File: src/rtl/comparador_pkg.sv
// -----------------------------------------------------------------------------
// comparador_pkg
// Shared definitions for the serial comparator controller and its 8-bit slice:
//   - state_t      : controller states (IDLE, RUN, FIN)
//   - CASC_*       : 3-bit cascade codes, bit order {igual, mayor, menor}
//   - NBYTES_DEF   : default operand width in bytes
//   - casc_pack    : packs the three cascade flags into one 3-bit word
// -----------------------------------------------------------------------------
package comparador_pkg;

    typedef enum logic [1:0] {
        IDLE = 2'd0,
        RUN  = 2'd1,
        FIN  = 2'd2
    } state_t;

    localparam logic [2:0] CASC_IGUAL = 3'b100;
    localparam logic [2:0] CASC_MAYOR = 3'b010;
    localparam logic [2:0] CASC_MENOR = 3'b001;
    localparam logic [2:0] CASC_NONE  = 3'b000;

    localparam int NBYTES_DEF = 4;

    // Packs the individual cascade flags as {igual, mayor, menor}.
    function automatic logic [2:0] casc_pack(input logic igual,
                                             input logic mayor,
                                             input logic menor);
        return {igual, mayor, menor};
    endfunction

endpackage : comparador_pkg

File: src/rtl/comparador_8bits.sv
// -----------------------------------------------------------------------------
// comparador_8bits  (the Comparador8bits cascadable slice)
// Purely combinational unsigned 8-bit magnitude comparator with cascade input.
// Unequal bytes decide the result on their own; equal bytes pass the cascade
// input through unchanged, including non-one-hot patterns.
// Ports:
//   a, b                       : 8-bit unsigned bytes to compare
//   igual_i, mayor_i, menor_i  : cascade-in from the less significant byte
//   igual_o, mayor_o, menor_o  : cascade-out / comparison result
// -----------------------------------------------------------------------------
module comparador_8bits
    import comparador_pkg::*;
(
    input  logic [7:0] a,
    input  logic [7:0] b,
    input  logic       igual_i,
    input  logic       mayor_i,
    input  logic       menor_i,
    output logic       igual_o,
    output logic       mayor_o,
    output logic       menor_o
);

    logic [2:0] res_s;

    // Byte compare; the cascade only matters when the bytes are equal.
    always_comb begin
        res_s = CASC_NONE;
        if (a > b) begin
            res_s = CASC_MAYOR;
        end else if (a < b) begin
            res_s = CASC_MENOR;
        end else begin
            res_s = casc_pack(igual_i, mayor_i, menor_i);
        end
    end

    assign igual_o = res_s[2];
    assign mayor_o = res_s[1];
    assign menor_o = res_s[0];

endmodule : comparador_8bits

File: src/rtl/comparador_serie_ctrl.sv
// -----------------------------------------------------------------------------
// comparador_serie_ctrl
// Compares two NBYTES-wide operands one byte per clock, LSB byte first, using a
// single shared comparador_8bits slice. The slice result is registered and fed
// back as the cascade input for the next more significant byte.
//
// Timing: start sampled at edge t -> RUN for NBYTES cycles -> FIN (done=1)
// in cycle t+NBYTES+1 -> IDLE. One compare per NBYTES+2 cycles.
//
// Optional build macro: COMPARADOR_SIGNO_EN adds a 'signo' input; when it is
// sampled high, bit 7 of the most significant byte of both operands is
// inverted at latch time, which turns the unsigned compare into a
// two's-complement compare.
//
// Ports:
//   clk, rst                   : clock, synchronous active-high reset
//   start                      : request, only honoured in IDLE
//   a, b                       : operands, latched on accepted start
//   igual_i, mayor_i, menor_i  : external cascade-in, latched on accepted start
//   signo                      : (COMPARADOR_SIGNO_EN only) signed ordering
//   busy                       : high in RUN and FIN
//   done                       : one-cycle pulse, results valid
//   igual_o, mayor_o, menor_o  : registered results, held until next FIN/reset
// -----------------------------------------------------------------------------
module comparador_serie_ctrl
    import comparador_pkg::*;
#(
    parameter int NBYTES = NBYTES_DEF
)(
    input  logic                  clk,
    input  logic                  rst,
    input  logic                  start,
    input  logic [8*NBYTES-1:0]   a,
    input  logic [8*NBYTES-1:0]   b,
    input  logic                  igual_i,
    input  logic                  mayor_i,
    input  logic                  menor_i,
`ifdef COMPARADOR_SIGNO_EN
    input  logic                  signo,
`endif
    output logic                  busy,
    output logic                  done,
    output logic                  igual_o,
    output logic                  mayor_o,
    output logic                  menor_o
);

    localparam int IDXW = $clog2(NBYTES);
    localparam int W    = 8 * NBYTES;
    localparam logic [IDXW-1:0] IDX_LAST = IDXW'(NBYTES - 1);
    // Selects bit 7 of the most significant byte.
    localparam logic [W-1:0] SIGN_MASK = {1'b1, {(W-1){1'b0}}};

    state_t           state_r;
    logic [IDXW-1:0]  idx_r;
    logic [W-1:0]     a_r;
    logic [W-1:0]     b_r;
    logic [2:0]       casc_r;
    logic             busy_r;
    logic             done_r;
    logic [2:0]       res_r;

    logic [7:0]       byte_a_s;
    logic [7:0]       byte_b_s;
    logic [2:0]       slice_s;
    logic             flip_s;

`ifdef COMPARADOR_SIGNO_EN
    assign flip_s = signo;
`else
    assign flip_s = 1'b0;
`endif

    // Byte mux: selects byte idx of each latched operand for the shared slice.
    always_comb begin
        byte_a_s = 8'h00;
        byte_b_s = 8'h00;
        byte_a_s = a_r[{idx_r, 3'b000} +: 8];
        byte_b_s = b_r[{idx_r, 3'b000} +: 8];
    end

    comparador_8bits u_slice (
        .a       (byte_a_s),
        .b       (byte_b_s),
        .igual_i (casc_r[2]),
        .mayor_i (casc_r[1]),
        .menor_i (casc_r[0]),
        .igual_o (slice_s[2]),
        .mayor_o (slice_s[1]),
        .menor_o (slice_s[0])
    );

    // Controller FSM with operand, cascade and result registers.
    always_ff @(posedge clk) begin
        if (rst) begin
            state_r <= IDLE;
            idx_r   <= '0;
            a_r     <= '0;
            b_r     <= '0;
            casc_r  <= CASC_NONE;
            busy_r  <= 1'b0;
            done_r  <= 1'b0;
            res_r   <= CASC_NONE;
        end else begin
            case (state_r)
                IDLE: begin
                    done_r <= 1'b0;
                    if (start) begin
                        // Sign flip is folded in here so the slice stays unsigned.
                        a_r     <= flip_s ? (a ^ SIGN_MASK) : a;
                        b_r     <= flip_s ? (b ^ SIGN_MASK) : b;
                        casc_r  <= casc_pack(igual_i, mayor_i, menor_i);
                        idx_r   <= '0;
                        busy_r  <= 1'b1;
                        state_r <= RUN;
                    end else begin
                        busy_r  <= 1'b0;
                        state_r <= IDLE;
                    end
                end
                RUN: begin
                    casc_r <= slice_s;
                    if (idx_r == IDX_LAST) begin
                        // Results are loaded on the edge into FIN so they are
                        // already valid while done is high.
                        res_r   <= slice_s;
                        done_r  <= 1'b1;
                        state_r <= FIN;
                    end else begin
                        idx_r   <= idx_r + {{(IDXW-1){1'b0}}, 1'b1};
                        state_r <= RUN;
                    end
                end
                FIN: begin
                    done_r  <= 1'b0;
                    busy_r  <= 1'b0;
                    idx_r   <= '0;
                    state_r <= IDLE;
                end
                default: begin
                    done_r  <= 1'b0;
                    busy_r  <= 1'b0;
                    idx_r   <= '0;
                    state_r <= IDLE;
                end
            endcase
        end
    end

    assign busy    = busy_r;
    assign done    = done_r;
    assign igual_o = res_r[2];
    assign mayor_o = res_r[1];
    assign menor_o = res_r[0];

endmodule : comparador_serie_ctrl

File: config.mk
export PLATFORM = sky130hd
export DESIGN_NAME = comparador_serie_ctrl
export DESIGN_NICKNAME = d
export VERILOG_FILES = /design/src/rtl/comparador_pkg.sv /design/src/rtl/comparador_8bits.sv /design/src/rtl/comparador_serie_ctrl.sv
export SDC_FILE = /design/constraint.sdc
export NUM_CORES = 1
export LEC_CHECK = 0
export ABC_AREA = 1
export CAP_MARGIN = 10
export CORE_UTILIZATION = 40
export DETAILED_ROUTE_END_ITERATION = 10
export GPL_ROUTABILITY_DRIVEN = 0
export PLACE_DENSITY = 0.71
export SLEW_MARGIN = 20
export SYNTH_ARGS = -nofsm -noshare
export SYNTH_HDL_FRONTEND = slang
export SYNTH_HIERARCHICAL = 1
export SYNTH_SLANG_ARGS = --single-unit
File: constraint.sdc
create_clock -name clk -period 3.9 [get_ports clk]
set_clock_uncertainty 0.2 [all_clocks]
set_input_delay 0.39 -clock clk [delete_from_list [all_inputs] [get_ports clk]]
set_output_delay 0.39 -clock clk [all_outputs]
set_load 0.02 [all_outputs]
==> results of run 1 <==
## cell type report
| type | instances | area (um2) |
|---|---|---|
| inverter | 23 | 86.3 |
| fill | 824 | 3960 |
| tap | 105 | 131 |
| clock inverter | 6 | 41.3 |
| sequential | 76 | 1520 |
| multi-input combinational | 352 | 1620 |
| clock buffer | 9 | 124 |
| timing repair buffer | 78 | 771 |
## layer usage
metal | vias up | GRT usage
li1 | 1681 | -
met4 | 0 | 0.0821
met3 | 21 | 0.0435
met5 | - | 0
met2 | 80 | 0.324
met1 | 1449 | 0.243
## cells in the final DEF, fill, tap and decap left out
master and count:
a21o_1 1, a21oi_1 5, a21oi_2 1, buf_4 4
clkbuf_8 9, clkdlybuf4s50_1 74, clkinv_2 2, clkinvlp_4 3
dfxtp_1 76, ha_1 9, inv_1 21, inv_2 2
inv_6 1, nand2_1 30, nand2_2 3, nand3_1 9
nand4_1 2, nor2_1 173, nor2_2 1, nor2_4 2
nor3_1 1, o21a_1 1, o21ai_0 68, o21ai_1 30
o22ai_1 16
## synthesized netlist by cell type (all sizes together) (2+ instances only)
master,count
nor2,176
o21ai,98
dfxtp,76
nand2,33
inv,23
buf,16
o22ai,16
clkbuf,13
ha,9
nand3,9
a21oi,6
nand4,2
## metrics by stage
stage	hold WS, ns	std cells	utilization	worst slack [ns]	power (W)
global route	0.288	649	0.521	0.556	0.00190
CTS	0.273	649	0.521	0.946	0.00181
detailed placement	0.262	634	0.501	0.959	0.00129
global placement	0.263	634	0.501	1.06	0.00127
floorplan	0.249	480	-	1.67	0.00116
finish	0.271	649	0.521	0.905	0.00179
## flip-flops by register name (all words and copies together), names as in the netlist
signal	count
state_r	2
done	1
busy	1
a_r	32
b_r	32
idx_r	2
casc_r	3
res_r	3
## tightest hold or removal path, cell delays in order (launching register included)
cell and delay (ns):
dfxtp_1 0.32, nand2_1 0.06, a21oi_1 0.05
## cells by family after synthesis
| logic type | count (synthesis) | share of synthesized area |
|---|---|---|
| compound gates | 122 | 0.187 |
| fa+ha+maj | 9 | 0.0329 |
| buf+inv | 52 | 0.0808 |
| flops | 76 | 0.445 |
| simple gates | 221 | 0.255 |
## where the power goes
group          internal, W  total, W  switching [W]
registers         0.000839  0.000880      0.0000410
logic             0.000175  0.000389       0.000215
clock network     0.000227  0.000520       0.000294
## path summary, 6_finish.rpt
check | from | to | slack (ns) | cells after the start
setup / recovery | idx_r[0] | casc_r[1] | 0.91 | 16
hold / removal | busy | busy | 0.27 | 2
setup reg to reg | idx_r[0] | casc_r[1] | 0.91 | 16
hold reg to reg | busy | busy | 0.27 | 2
==> impl_metrics.tcl, run 1 <==
set metrics [dict create \
    portBuffers 74 \
    drt_iter0_drc 114 \
    grt_max_degree 66 \
    end_kind "flop" \
    finalCritPeriodShare 0.768 \
    clk_latency_ns 0.35 \
    syn_to_final_growth_pct 25.6 \
    max_slew_margin 0.316 \
    min_path_type "reg -> reg" \
    path_cells "buf_4 > inv_1 > o21ai_0 > o22ai_1 > inv_1 > ha_1 > nand2_1 > inv_2 > nand2_1 > nand2_1 > nand2_2 > a21oi_1 > nand2_1 > nand2_1 > nor2_1 > nor2_1" \
    drtPass1Iterations 5 \
    synth.avg_cell_area_um2 7.13 \
    dpl.hpwl_um 5980 \
    cts_sinks 76 \
    maxCapViolations 0 \
    grtUsageTotal 0.195 \
    drive_above_1_share 0.0515 \
    synth_edf_count 0 \
    max_stage_delay_ns 0.65 \
    period_needed_ns 2.99 \
    root_buffer "clkbuf_8" \
    ctsResizeCount 0 \
    crit_arrival_ns 3.08 \
    ys_types 24 \
    overflow 0 \
    die_area_um2 8930 \
    worst-path-buf-inv 4 \
    ir_worst_vdd_mv 0.183 \
    final_nets 619 \
    path_clk_slew_ns 0.08 \
    dr_wl_met2_um 3860 \
    start_kind "flop" \
    fin_setup_tns_ns 0 \
    cts_hold_buf 0 \
    cts_buffers 9 \
    synth_top_cell_by_area "dfxtp_1" \
    crit_type "reg -> reg" \
    yosys_warnings 6 \
    route.detailed.drc 0 \
    grt_pass1_vias 2964 \
    n_antenna_cell 0 \
    cts-htree-levels 3 \
    cts_tree "yes" \
    setup_viol 0 \
    core-area_um2 8260 \
    synth_flop_cell "dfxtp_1" \
    slew_violations 0 \
    wl_um 8210 \
    wl_met1_um 3720 \
    postCtsSetupBuffers 0 \
    status "finished, final reports clean" \
    wl_per_cell_um 12.7 \
    critPathMostFrequentCell "nand2_1" \
    die_y_um 94.5 \
    finalHoldViolations 0 \
    placed_area_um2 4130 \
    rsz0062_at_grt "no" \
    cts_buffer_depth 2 \
    grt_pass1_wl_um 13500 \
    worst_slew_pin_slew_ns 1.03 \
    cp_top_family "buffers and inverters" \
    io_pins 75 \
    postRouteAntennaNets 0 \
    netlist_area_um2 3420 \
    critPathSlowestCell "inv_1" \
    antenna_found_initial 0 \
    post_drt_via_cell_ratio 4.98 \
    synth_area_leaders "dfxtp_1 (44%), nor2_1 (19%), o21ai_0 (9.9%)" \
    chipWidth_um 94.5 \
    start_util 0.414 \
    syn_inst 480 \
    route.met3.wl_um 387 \
    leakagePower_nw 1.80 \
    worstPathRequired_ns 3.99 \
    power_density_nw_per_um2 416 \
    cp_max_fo 35 \
    max_freq_ghz 0.334 \
    ys_seq_area_frac 0.445 \
    synth.net_count 559 \
    rows 33 \
    synth_seq_cells 76 \
    async_reset_ff_frac 0 \
    vias 3231 \
    netlist.area_leader.share 0.445 \
    routed.top_layer "met4" \
    fin_area_um2 4300 \
]
Power figures use the tool's default switching activity.
==> run 2: changes to the inputs <==
--- a/config.mk
+++ b/config.mk
@@ -10,7 +10,7 @@
 export CORE_UTILIZATION = 40
 export DETAILED_ROUTE_END_ITERATION = 10
 export GPL_ROUTABILITY_DRIVEN = 0
-export PLACE_DENSITY = 0.71
+export PLACE_DENSITY = 0.73
 export SLEW_MARGIN = 20
 export SYNTH_ARGS = -nofsm -noshare
 export SYNTH_HDL_FRONTEND = slang
==> constraint.sdc (replaced) <==
create_clock -name clk -period 2.55 [get_ports clk]
set_clock_uncertainty 0.2 [all_clocks]
set_input_delay 0.255 -clock clk [delete_from_list [all_inputs] [get_ports clk]]
set_output_delay 0.255 -clock clk [all_outputs]
set_load 0.02 [all_outputs]
==> impl_metrics.tcl, run 2 (synthesized netlist as in run 1, its figures left out) <==
set metrics [dict create \
    status "finished, final reports clean" \
    rows 33 \
    power_density_nw_per_um2 661 \
    final_cells 654 \
    setup_viol 0 \
    fin_util 0.533 \
    wl_per_cell_um 12.2 \
    dpl.hpwl_um 6080 \
    final_common_cell "nor2_1" \
    io_pins 75 \
    cts_tree "yes" \
    drt_iter0_drc 130 \
    holdWs_ns 0.277 \
    end_kind "flop" \
    die_area_um2 8930 \
    start_util 0.414 \
    ctsResizeCount 0 \
    cts_sinks 76 \
    largest_registers "a_r x32, b_r x32" \
    start_kind "flop" \
    slew_violations 0 \
    route.detailed.drc 0 \
    finalHoldViolations 0 \
    postCtsSetupBuffers 0 \
    overflow 0 \
    chipWidth_um 94.5 \
    ir_worst_vdd_mv 0.329 \
    cts_buffers 9 \
    core-area_um2 8260 \
    grt_pass1_wl_um 13300 \
    wl_um 7980 \
    finalCritPeriodShare 0.918 \
    rsz0062_at_grt "no" \
    post_drt_via_cell_ratio 4.84 \
    layout_setup_ws_ns 0.209 \
    maxCapViolations 0 \
    die_y_um 94.5 \
    final_nets 624 \
    crit_type "reg -> reg" \
    most-common-layout-cells "nor2_1 (173), dfxtp_1 (76), clkdlybuf4s50_1 (74)" \
    crit_arrival_ns 2.37 \
    syn_to_final_growth_pct 28.6 \
    max_slew_margin 0.762 \
    grt_pass1_vias 2941 \
    antenna_found_initial 0 \
    cts_hold_buf 0 \
    drtPass1Iterations 4 \
    max_freq_ghz 0.427 \
    dp_slack_ns 0.253 \
    worstPathRequired_ns 2.58 \
    grt_max_degree 39 \
    leakagePower_nw 1.85 \
    drive_above_1_share 0.0546 \
    postRouteAntennaNets 0 \
    portBuffers 74 \
    nFillCells 790 \
    cts-htree-levels 3 \
    clk_latency_ns 0.35 \
    min_path_type "reg -> reg" \
    cp_max_fo 18 \
    path_clk_slew_ns 0.08 \
    vias 3166 \
    cts_buffer_depth 2 \
    root_buffer "clkbuf_8" \
    period_needed_ns 2.34 \
    dp.cells 639 \
    worst_slew_pin_slew_ns 0.354 \
    fin_setup_tns_ns 0 \
    n_antenna_cell 0 \
    grtUsageTotal 0.192 \
]
run 2: cell type report:
cell class / count / area (um2) / area share
multi-input combinational: 352 / 1620 / 0.369
sequential: 76 / 1520 / 0.346
timing repair buffer: 83 / 833 / 0.189
clock buffer: 13 / 139 / 0.0316
tap: 105 / 131 / 0.0299
inverter: 23 / 90.1 / 0.0205
clock inverter: 2 / 60.1 / 0.0137
run 2: metrics by stage:
step,total power (W),cell area [um2]
after CTS,0.00293,4400
after global routing,0.00308,4400
after floorplan,0.00177,3420
final,0.00291,4400
after global placement,0.00196,4200
after detailed placement,0.00198,4200
run 2: metal layers:
metal | routed length, um | track usage | vias to the layer above
li1 | - | - | 1692
met1 | 3640 | 0.243 | 1372
met2 | 3750 | 0.321 | 90
met3 | 460 | 0.0459 | 12
met4 | 133 | 0.0593 | 0
met5 | 0 | 0 | -
run 2: power by group:
part | internal [W] | total (W) | switching, W | leakage (nW)
clock | 0.000548 | 0.000951 | 0.000403 | 0.0977
sequential | 0.00128 | 0.00134 | 0.0000579 | 0.629
combinational | 0.000280 | 0.000613 | 0.000334 | 1.13
run 2: final timing paths:
| check | start | to | slack, ns | cells past startpoint |
|---|---|---|---|---|
| worst min register to register | res_r[0] | res_r[0] | 0.28 | 2 |
| worst max register to register | idx_r[1] | casc_r[1] | 0.21 | 14 |
| worst min-delay path | res_r[0] | res_r[0] | 0.28 | 2 |
| worst max-delay path | idx_r[1] | casc_r[1] | 0.21 | 14 |
run 2: critical path: stages (launching register included):
cell and delay [ns]:
dfxtp_1 0.38, buf_4 0.23, o21ai_0 0.12, o22ai_1 0.15, inv_1 0.06, ha_1 0.30
nand2_2 0.08, nor2_4 0.14, nand3_1 0.08, nor2_1 0.10, a21oi_1 0.07, nand2_1 0.08
nand2_1 0.06, nor2_1 0.12, nor2_1 0.05
